[config.mk]
export PLATFORM = sky130hd
export DESIGN_NAME = axi_stride_rd_gen
export DESIGN_NICKNAME = d
export VERILOG_FILES = /design/src/rtl/prefetcher_pkg.sv /design/src/rtl/axi_stride_rd_gen.sv
export SDC_FILE = /design/constraint.sdc
export NUM_CORES = 1
export LEC_CHECK = 0
export CAP_MARGIN = 40
export CORE_ASPECT_RATIO = 2
export CORE_MARGIN = 4
export CORE_UTILIZATION = 50
export CTS_CLUSTER_SIZE = 10
export DETAILED_ROUTE_END_ITERATION = 12
export GPL_ROUTABILITY_DRIVEN = 0
export HOLD_SLACK_MARGIN = 0.15
export PLACE_DENSITY = 0.81
export SLEW_MARGIN = 20
export SYNTH_ARGS = -nofsm -noshare
export SYNTH_HDL_FRONTEND = slang
export SYNTH_SLANG_ARGS = --single-unit
[constraint.sdc]
create_clock -name clk -period 4.3 [get_ports clk]
set_input_delay 0.43 -clock clk [delete_from_list [all_inputs] [get_ports clk]]
set_output_delay 0.43 -clock clk [all_outputs]
set_load 0.01 [all_outputs]
[src/rtl/prefetcher_pkg.sv]
// Shared types for the prefetcher traffic sources.
package prefetcher_pkg;

    typedef enum logic [1:0] {
        IDLE  = 2'd0,
        RUN   = 2'd1,
        DRAIN = 2'd2,
        ERR   = 2'd3
    } rdgen_state_e;

    typedef enum logic [1:0] {
        ERR_NONE  = 2'd0,
        ERR_LAST  = 2'd1,
        ERR_ID    = 2'd2,
        ERR_UNSOL = 2'd3
    } rdgen_err_e;

endpackage

[src/rtl/axi_stride_rd_gen.sv]
// AXI4 read-only strided traffic master with R-channel protocol checking.
//
// state | meaning
// IDLE  | waiting for start, no traffic, R not accepted
// RUN   | issuing bursts at base + k*stride, collecting beats
// DRAIN | all bursts issued, waiting for the remaining last beats
// ERR   | protocol error latched; beats drained and discarded until start
module axi_stride_rd_gen
    import prefetcher_pkg::*;
#(
    parameter int ADDR_BITS            = 64,
    parameter int BURST_LEN_WIDTH      = 8,
    parameter int TID_WIDTH            = 4,
    parameter int LOG_BLOCK_DATA_BYTES = 3,
    parameter int LOG_MAX_OUTSTANDING  = 2,
    parameter int CNT_WIDTH            = 16
) (
    input  logic                                   clk,
    input  logic                                   resetN,
    input  logic                                   start,
    input  logic [ADDR_BITS-1:0]                   cfg_base,
    input  logic [ADDR_BITS-1:0]                   cfg_stride,
    input  logic [CNT_WIDTH-1:0]                   cfg_count,
    input  logic [BURST_LEN_WIDTH-1:0]             cfg_len,
    input  logic [TID_WIDTH-1:0]                   cfg_id,
    output logic                                   m_ar_valid,
    input  logic                                   m_ar_ready,
    output logic [ADDR_BITS-1:0]                   m_ar_addr,
    output logic [BURST_LEN_WIDTH-1:0]             m_ar_len,
    output logic [TID_WIDTH-1:0]                   m_ar_id,
    input  logic                                   m_r_valid,
    output logic                                   m_r_ready,
    input  logic                                   m_r_last,
    input  logic [(8 << LOG_BLOCK_DATA_BYTES)-1:0] m_r_data,
    input  logic [TID_WIDTH-1:0]                   m_r_id,
    output logic                                   busy,
    output logic                                   done,
    output logic [CNT_WIDTH+BURST_LEN_WIDTH-1:0]   beatCnt,
    output logic [(8 << LOG_BLOCK_DATA_BYTES)-1:0] lastData,
    output logic [1:0]                             errorCode
);

    localparam int DATA_WIDTH = 8 << LOG_BLOCK_DATA_BYTES;
    localparam int OUT_W      = LOG_MAX_OUTSTANDING + 1;
    localparam int BEAT_W     = CNT_WIDTH + BURST_LEN_WIDTH;
    localparam logic [OUT_W-1:0] MAX_OUT = OUT_W'(1 << LOG_MAX_OUTSTANDING);

    rdgen_state_e               state_q, state_d;
    rdgen_err_e                 err_q, err_d, new_err;
    logic [ADDR_BITS-1:0]       addr_q, addr_d;
    logic [ADDR_BITS-1:0]       stride_q, stride_d;
    logic [CNT_WIDTH-1:0]       count_q, count_d;
    logic [CNT_WIDTH-1:0]       issued_q, issued_d;
    logic [BURST_LEN_WIDTH-1:0] len_q, len_d;
    logic [BURST_LEN_WIDTH-1:0] bidx_q, bidx_d;
    logic [TID_WIDTH-1:0]       id_q, id_d;
    logic [OUT_W-1:0]           outst_q, outst_d;
    logic                       ar_valid_q, ar_valid_d;
    logic                       done_q, done_d;
    logic [BEAT_W-1:0]          beat_cnt_q, beat_cnt_d;
    logic [DATA_WIDTH-1:0]      last_data_q, last_data_d;

    logic ar_hs;
    logic r_acc;
    logic r_ready;
    logic last_dec;
    logic checking;

    assign r_ready  = (state_q != IDLE);
    assign ar_hs    = ar_valid_q & m_ar_ready;
    assign r_acc    = m_r_valid & r_ready;
    // An unsolicited last beat must not underflow the outstanding count.
    assign last_dec = r_acc & m_r_last & (outst_q != '0);
    assign checking = (state_q == RUN) || (state_q == DRAIN);

    // Classify the beat being accepted this cycle; unsolicited outranks id, id outranks last.
    always_comb begin
        new_err = ERR_NONE;
        if (r_acc && checking) begin
            if (outst_q == '0) begin
                new_err = ERR_UNSOL;
            end else if (m_r_id != id_q) begin
                new_err = ERR_ID;
            end else if (m_r_last != (bidx_q == len_q)) begin
                new_err = ERR_LAST;
            end
        end
    end

    // Next-state, counters, address walk and launch of a new run.
    always_comb begin
        state_d     = state_q;
        err_d       = err_q;
        addr_d      = addr_q;
        stride_d    = stride_q;
        count_d     = count_q;
        issued_d    = issued_q;
        len_d       = len_q;
        bidx_d      = bidx_q;
        id_d        = id_q;
        outst_d     = outst_q;
        done_d      = 1'b0;
        beat_cnt_d  = beat_cnt_q;
        last_data_d = last_data_q;

        if (r_acc) begin
            if (beat_cnt_q != '1) begin
                beat_cnt_d = beat_cnt_q + 1'b1;
            end
            last_data_d = m_r_data;
            bidx_d      = m_r_last ? '0 : bidx_q + 1'b1;
        end

        case ({ar_hs, last_dec})
            2'b10:   outst_d = outst_q + 1'b1;
            2'b01:   outst_d = outst_q - 1'b1;
            default: outst_d = outst_q;
        endcase

        if (ar_hs) begin
            issued_d = issued_q + 1'b1;
            addr_d   = addr_q + stride_q;
        end

        case (state_q)
            RUN, DRAIN: begin
                if (new_err != ERR_NONE) begin
                    err_d   = new_err;
                    state_d = ERR;
                end else if (issued_d == count_q) begin
                    if (outst_d == '0) begin
                        state_d = IDLE;
                        done_d  = 1'b1;
                    end else begin
                        state_d = DRAIN;
                    end
                end
            end
            default: begin
                if (start) begin
                    addr_d     = cfg_base;
                    stride_d   = cfg_stride;
                    count_d    = cfg_count;
                    len_d      = cfg_len;
                    id_d       = cfg_id;
                    issued_d   = '0;
                    beat_cnt_d = '0;
                    err_d      = ERR_NONE;
                    if (cfg_count == '0) begin
                        state_d = IDLE;
                        done_d  = 1'b1;
                    end else begin
                        state_d = RUN;
                    end
                end
            end
        endcase

        // Valid is registered from next-cycle values so it drops right after the filling handshake.
        ar_valid_d = (state_d == RUN) && (issued_d < count_d) && (outst_d < MAX_OUT);
    end

    // State and datapath registers.
    always_ff @(posedge clk or negedge resetN) begin
        if (!resetN) begin
            state_q     <= IDLE;
            err_q       <= ERR_NONE;
            addr_q      <= '0;
            stride_q    <= '0;
            count_q     <= '0;
            issued_q    <= '0;
            len_q       <= '0;
            bidx_q      <= '0;
            id_q        <= '0;
            outst_q     <= '0;
            ar_valid_q  <= 1'b0;
            done_q      <= 1'b0;
            beat_cnt_q  <= '0;
            last_data_q <= '0;
        end else begin
            state_q     <= state_d;
            err_q       <= err_d;
            addr_q      <= addr_d;
            stride_q    <= stride_d;
            count_q     <= count_d;
            issued_q    <= issued_d;
            len_q       <= len_d;
            bidx_q      <= bidx_d;
            id_q        <= id_d;
            outst_q     <= outst_d;
            ar_valid_q  <= ar_valid_d;
            done_q      <= done_d;
            beat_cnt_q  <= beat_cnt_d;
            last_data_q <= last_data_d;
        end
    end

    assign m_ar_valid = ar_valid_q;
    assign m_ar_addr  = addr_q;
    assign m_ar_len   = len_q;
    assign m_ar_id    = id_q;
    assign m_r_ready  = r_ready;
    assign busy       = (state_q != IDLE);
    assign done       = done_q;
    assign beatCnt    = beat_cnt_q;
    assign lastData   = last_data_q;
    assign errorCode  = err_q;

endmodule

* Yosys cells after proc, flatten, opt, wreduce, memory -nomap -nowiden
Cells that the tools add are included.
Word-level totals: register bits after elaboration 277, output and inout bits 170, word-level logic and storage cells 85
Cells by class: $add $sub $neg 6, $lt $le $gt $ge 2, eq/ne operators 11, muxes and demuxes 33, bitwise gates (word level) 5, reduce and logical (&&, ||, !) cells 14
Operator list (number):
- two-way mux 64 bit | 3
- two-way mux 24 bit | 4
- two-way mux 16 bit | 5
- adder 64 bit | 1
- adder 24 x 1 -> 24 bit, second input constant | 1
- inequality test 24 bit, second input constant | 1
- two-way mux 2 bit | 11
- adder 16 x 1 -> 16 bit, second input constant | 1
- == test 16 bit | 1
- zero test 16 bit | 1
- < comparator 16 bit | 1
- adder 8 x 1 -> 8 bit, second input constant | 1
- == test 8 bit | 1
- two-way mux 1 bit | 8
- two-way mux 8 bit | 1
- == test 2 x 1 -> 1 bit, second input constant | 3
- zero test 3 bit | 2
- one-hot mux 3 bit (2 select lines) | 1
- nonzero test 2 bit | 3
- bitwise AND 1 bit | 4
- == test 2 bit, second input constant | 2
- inequality test 4 bit | 1
- AND reduction 2 bit | 2
- adder 3 x 1 -> 3 bit, second input constant | 1
- 9 further kinds | 11

* Depth between registers and ports, before layout
depth after elaboration 14, gate-level depth with buffers 19, gate-level depth less buffers 17

* Least setup slack after synthesis
Ideal clock, no wire load.
path type register to register, start point reg state_q[0], end point reg ar_valid_q, in the netlist m_ar_valid, arrival time 3.254 ns, required time 4.214 ns, slack 0.960 ns, cell stages (with the launch flop) 19, buffers on the path 3, clock period less this slack 3.340 ns, cells stage by stage dfrtp_1 inv_1 ha_1 nor2b_1 clkbuf_1 buf_2 buf_1 mux2i_1 ha_1 a21o_1 a21oi_1 nor2b_1 o21ai_0 nand2b_1 a21oi_1 nor2b_1 o21ai_0 nand3_1 nor3_1
Between the ends: cells in the longest elaborated chain, start to end 14
RTL lines:
- from (decl) | line axi_stride_rd_gen.sv:48 | rdgen_state_e state_q, state_d;
- from (signal assigned) | line axi_stride_rd_gen.sv:181 | state_q <= state_d;
- nonzero test 2 bit | line axi_stride_rd_gen.sv:69 | assign r_ready = (state_q != IDLE);
- bitwise AND 1 bit | line axi_stride_rd_gen.sv:71 | assign r_acc = m_r_valid & r_ready;
- bitwise AND 1 bit (2 in a row) | line axi_stride_rd_gen.sv:73 | assign last_dec = r_acc & m_r_last & (outst_q != '0);
- == test 2 x 1 -> 1 bit or == test 2 bit (tied branches) | line axi_stride_rd_gen.sv:114 | case ({ar_hs, last_dec})
- one-hot mux 3 bit (2 select lines) | line axi_stride_rd_gen.sv:114
- zero test 3 bit | line axi_stride_rd_gen.sv:131 | if (outst_d == '0) begin
- two-way mux 2 bit | line axi_stride_rd_gen.sv:131
- two-way mux 2 bit | line axi_stride_rd_gen.sv:130 | end else if (issued_d == count_q) begin
- two-way mux 2 bit | line axi_stride_rd_gen.sv:127 | if (new_err != ERR_NONE) begin
- two-way mux 2 bit | line axi_stride_rd_gen.sv:125 | case (state_q)
- == test 2 x 1 -> 1 bit | line axi_stride_rd_gen.sv:160 | ar_valid_d = (state_d == RUN) && (issued_d < count_d) && (outst_d < MAX_OUT);
- logical AND 1 bit | line axi_stride_rd_gen.sv:160
- logical AND 1 bit (*) | line axi_stride_rd_gen.sv:160
- net ar_valid_d | line axi_stride_rd_gen.sv:58 | logic ar_valid_q, ar_valid_d;
- to (signal assigned) | line axi_stride_rd_gen.sv:191 | ar_valid_q <= ar_valid_d;
- to (decl) | line axi_stride_rd_gen.sv:58
Mark *: on every way through the listed nets, which the timed path passes. The rest lies on a longest branch. A chain may end at the register's enable or synchronous reset.

* Worst setup path in the final report
start point reg addr_q[0], in the netlist m_ar_addr[0], end point reg addr_q[60], in the netlist m_ar_addr[60]
Between the ends: cells in the longest elaborated chain, start to end 4
RTL lines:
- from (decl) | line axi_stride_rd_gen.sv:50 | logic [ADDR_BITS-1:0] addr_q, addr_d;
- from (signal assigned) | line axi_stride_rd_gen.sv:183 | addr_q <= addr_d;
- adder 64 bit (*) | line axi_stride_rd_gen.sv:122 | addr_d = addr_q + stride_q;
- two-way mux 64 bit (*) | line axi_stride_rd_gen.sv:120 | if (ar_hs) begin
- two-way mux 64 bit | line axi_stride_rd_gen.sv:140 | if (start) begin
- two-way mux 64 bit (*) | line axi_stride_rd_gen.sv:125
- net addr_d[60] | line axi_stride_rd_gen.sv:50
Marks and branches as above.

==> results.cfg <==
[synthesis]
avgSynthCellArea_sq_um = 8.35
synth_flop_cell = dfrtp_1
async_flop_share_pct = 100
synth-xor-area-share_pct = 7.19
synth-warning-count = 0
synth_nets = 2199
synthAdderAreaFrac_pct = 6.86
ys_types = 68
yosys-top-cells-count = nand2_1 (559), dfrtp_1 (277), a21oi_1 (150)
synth_top_family_by_area = simple AND/OR/NAND/NOR gates
synth_top_area_cell = dfrtp_1
ys_seq_area_share_pct = 44.1
synth_top_area_share_pct = 44.1
yosysMostFrequentCell = nand2_1
synth_compound_area_share_pct = 14.2
synth_cells = 1884
muxShareOfSynthArea_pct = 1.29
synthTopCellsByArea = dfrtp_1 (44%), nand2_1 (13%), ha_1 (6.6%), a21oi_1 (4.8%), xnor2_1 (4.1%)
ys_ff_latch = 277
synth-edff-count = 0
synthSimpleGateAreaFrac_pct = 23.2
synthesis.area_sq_um = 15700

[pwr]
power_frac_seq_pct = 27.7
switchingPower_mw = 6.68
internal-power_mw = 8.46
power_density_nw_per_um2 = 725
max-vdd-ir-drop_uv = 444
swShare_pct = 44.1
p_leak_nw = 9.58
p_comb_share_pct = 57.1
clkPwrFrac_pct = 15.2

[place]
port_buffers = 399
place_ws_ps = 563
dp_hpwl_um = 38800
dp.cells = 2629

[worst_setup_path]
cp-start-kind = flop
crit_buf_inv = 1
path_max_fanout = 4
worstSetupPathType = reg -> reg
slowest_stage = o2111ai_1
critPathMaxStageDelay_ps = 480
required_ps = 4800
cp_common_cell = o2111ai_1
end_kind = flop
worst_path_dominant_cell_family = compound AO/OA/AOI/OAI gates
cp_data_arrival_time_ps = 4120
path_cells = ha_1 -> inv_1 -> fa_1 -> nor2b_1 -> o2111ai_1 -> a31oi_1 -> a41o_1 -> a21oi_2 -> o2111ai_1 -> a21boi_1 -> o21ai_0 -> xor2_1 -> nand2_1 -> a21oi_1

[sta]
hold_ws_ps = 370
finalSetupTns_ps = 0
rsz0062_at_grt = no
relSlewSlack_pct = 42.8
maxSlewViolCount = 0
max_freq_mhz = 276
fin_ws_ps = 682
period_needed_ps = 3620
timing_hold_violations_final = 0
worst_pin_slew_ps = 858
finalSetupViolCount = 0
finClkSkew_ps = 19.6
fin_crit_sh_pct = 84.1

[finish]
syn_to_final_growth_pct = 32.9
finalCoreUtilization_pct = 67.5
fin_nets = 2562
finalNonFillerCells = 2671
drive_above_1_share_pct = 2.94

[drt]
drcViolationCount = 0
drt_first_pass_iters = 7
vias = 15100
vias_per_cell = 5.64
wire_per_inst_um = 19.2
routed_wl_um = 51300
drt_iter0_drc = 947
ant_nets = 0

[floorplan]
die_h_um = 259
dieArea_sq_um = 34500
std_cell_rows = 91
fp.coreArea_sq_um = 31000
io_pins = 400
die_width_um = 133
initial_utilization_pct = 50.8

[global_route]
grt_pass1_vias = 15700
grt_pass1_wl_um = 81000
grt_overflow = 0
antenna_found_initial = 7
grt_start_max_net_pins = 108
grt_usage_pct = 29.1

[clocking]
cts_tree = yes
cts_made_buffers = 31
clock_latency_ps = 580
htreeDepth = 1
clk_pin_slew_worst_paths_ps = 60
cts_hold_buf = 1
clock_path_buffers = 3
root_buffer = clkbuf_16
cts_setup_buffers = 0
cts_resized = 0
clock_sink_count = 277

[run]
drv_cap = 0

[hold_path]
holdCritPathClass = in -> reg

[status]
status = completed
[registers in the layout (all words and copies together), names as in the netlist]
| name | cells |
|---|---|
| lastData | 64 |
| issued_q | 16 |
| m_ar_id | 4 |
| m_ar_addr | 64 |
| outst_q | 3 |
| done | 1 |
| bidx_q | 8 |
| m_ar_valid | 1 |
| count_q | 16 |
| errorCode | 2 |
| state_q | 2 |
| m_ar_len | 8 |
| beatCnt | 24 |
| stride_q | 64 |
[kinds of logic (layout without fill, tap and decap cells)]
| family | count (synthesis) | count (layout) |
|---|---|---|
| AND/OR/NAND/NOR | 872 | 872 |
| AO/OA/AOI/OAI | 370 | 370 |
| flip-flops | 277 | 277 |
| buffers and inverters | 131 | 494 |
| XOR/XNOR | 129 | 129 |
| adder cells (fa/ha/maj) | 85 | 85 |
| multiplexers | 20 | 20 |
| other | 0 | 6 |
[stage by stage]
step / area [sq um] / total power, mW
floorplan: 15700 / 9.83
global placement: 20100 / 12.5
detailed placement: 20100 / 12.7
CTS: 20900 / 15.1
global route: 20900 / 16.2
finish: 20900 / 15.1
[worst reg2reg max path: cells and delay by family, from the launching register on]
| kind | cells | cell delay [ps] |
|---|---|---|
| compound gates | 8 | 2120 |
| xor+xnor | 1 | 170 |
| buf+inv | 1 | 60 |
| simple gates | 2 | 260 |
| flops | 1 | 370 |
| fa+ha+maj | 2 | 560 |
[path summary, 6_finish.rpt]
kind                                startpoint             to  slack [ps]  cells past startpoint
worst min-delay path            cfg_stride[60]   stride_q[60]         370                      3
worst min register to register    lastData[52]   lastData[52]         470                      2
worst max register to register    m_ar_addr[0]  m_ar_addr[60]         680                     14
min in group asynchronous               resetN    issued_q[9]         470                      2
worst max-delay path              m_ar_addr[0]  m_ar_addr[60]         680                     14
max in group asynchronous               resetN    stride_q[8]        2720                      3
[power groups by stage]
stage / combinational, mW / clock [mW] / sequential [mW]
2_1_floorplan: 5.62 / 0 / 4.20
3_3_place_gp: 8.33 / 0 / 4.18
3_5_place_dp: 8.50 / 0 / 4.22
4_1_cts: 8.56 / 2.34 / 4.19
5_1_grt: 9.47 / 2.44 / 4.30
6_report: 8.66 / 2.30 / 4.20
[metal layers]
layer / GRT usage (%) / vias to the layer above / part of all wire, %
li1: - / 7063 / -
met1: 30.6 / 7128 / 34
met2: 53.5 / 678 / 53
met3: 5.48 / 205 / 7.0
met4: 16.8 / 2 / 6.5
met5: 0 / - / 0.039
[area by class of cell]
cell class | count | area [sq um]
Clock inverter | 2 | 13.8
Timing Repair Buffer | 416 | 4160
Clock buffer | 31 | 776
Fill cell | 2533 | 10100
Multi-Input combinational cell | 1476 | 8310
Sequential cell | 277 | 6930
Tap cell | 418 | 523
Inverter | 45 | 169
Antenna cell | 6 | 15.0
[cell usage in the layout, fill, tap and decap left out, types with 3 or more instances in the layout]
master	n
nand2_1	558
clkdlybuf4s50_1	398
dfrtp_1	277
a21oi_1	150
nor2_1	145
o21ai_0	85
ha_1	83
xnor2_1	74
xor2_1	55
inv_1	44
nand4_1	37
a21o_1	33
clkbuf_16	31
nand3_1	30
nor3_1	28
mux2i_1	18
a31oi_1	17
o21bai_1	16
or3_1	14
and3_1	13
buf_4	12
nor2b_1	11
o21a_1	10
nor4_1	8
a22oi_1	8
a211oi_1	7
nand2b_1	7
diode_2	6
o211ai_1	6
and2_1	5
o31ai_1	5
and4_1	4
o2111ai_1	3
a221oi_1	3
o21ai_1	3
o22ai_1	3
buf_12	3
(Power assumes the default switching activity.)
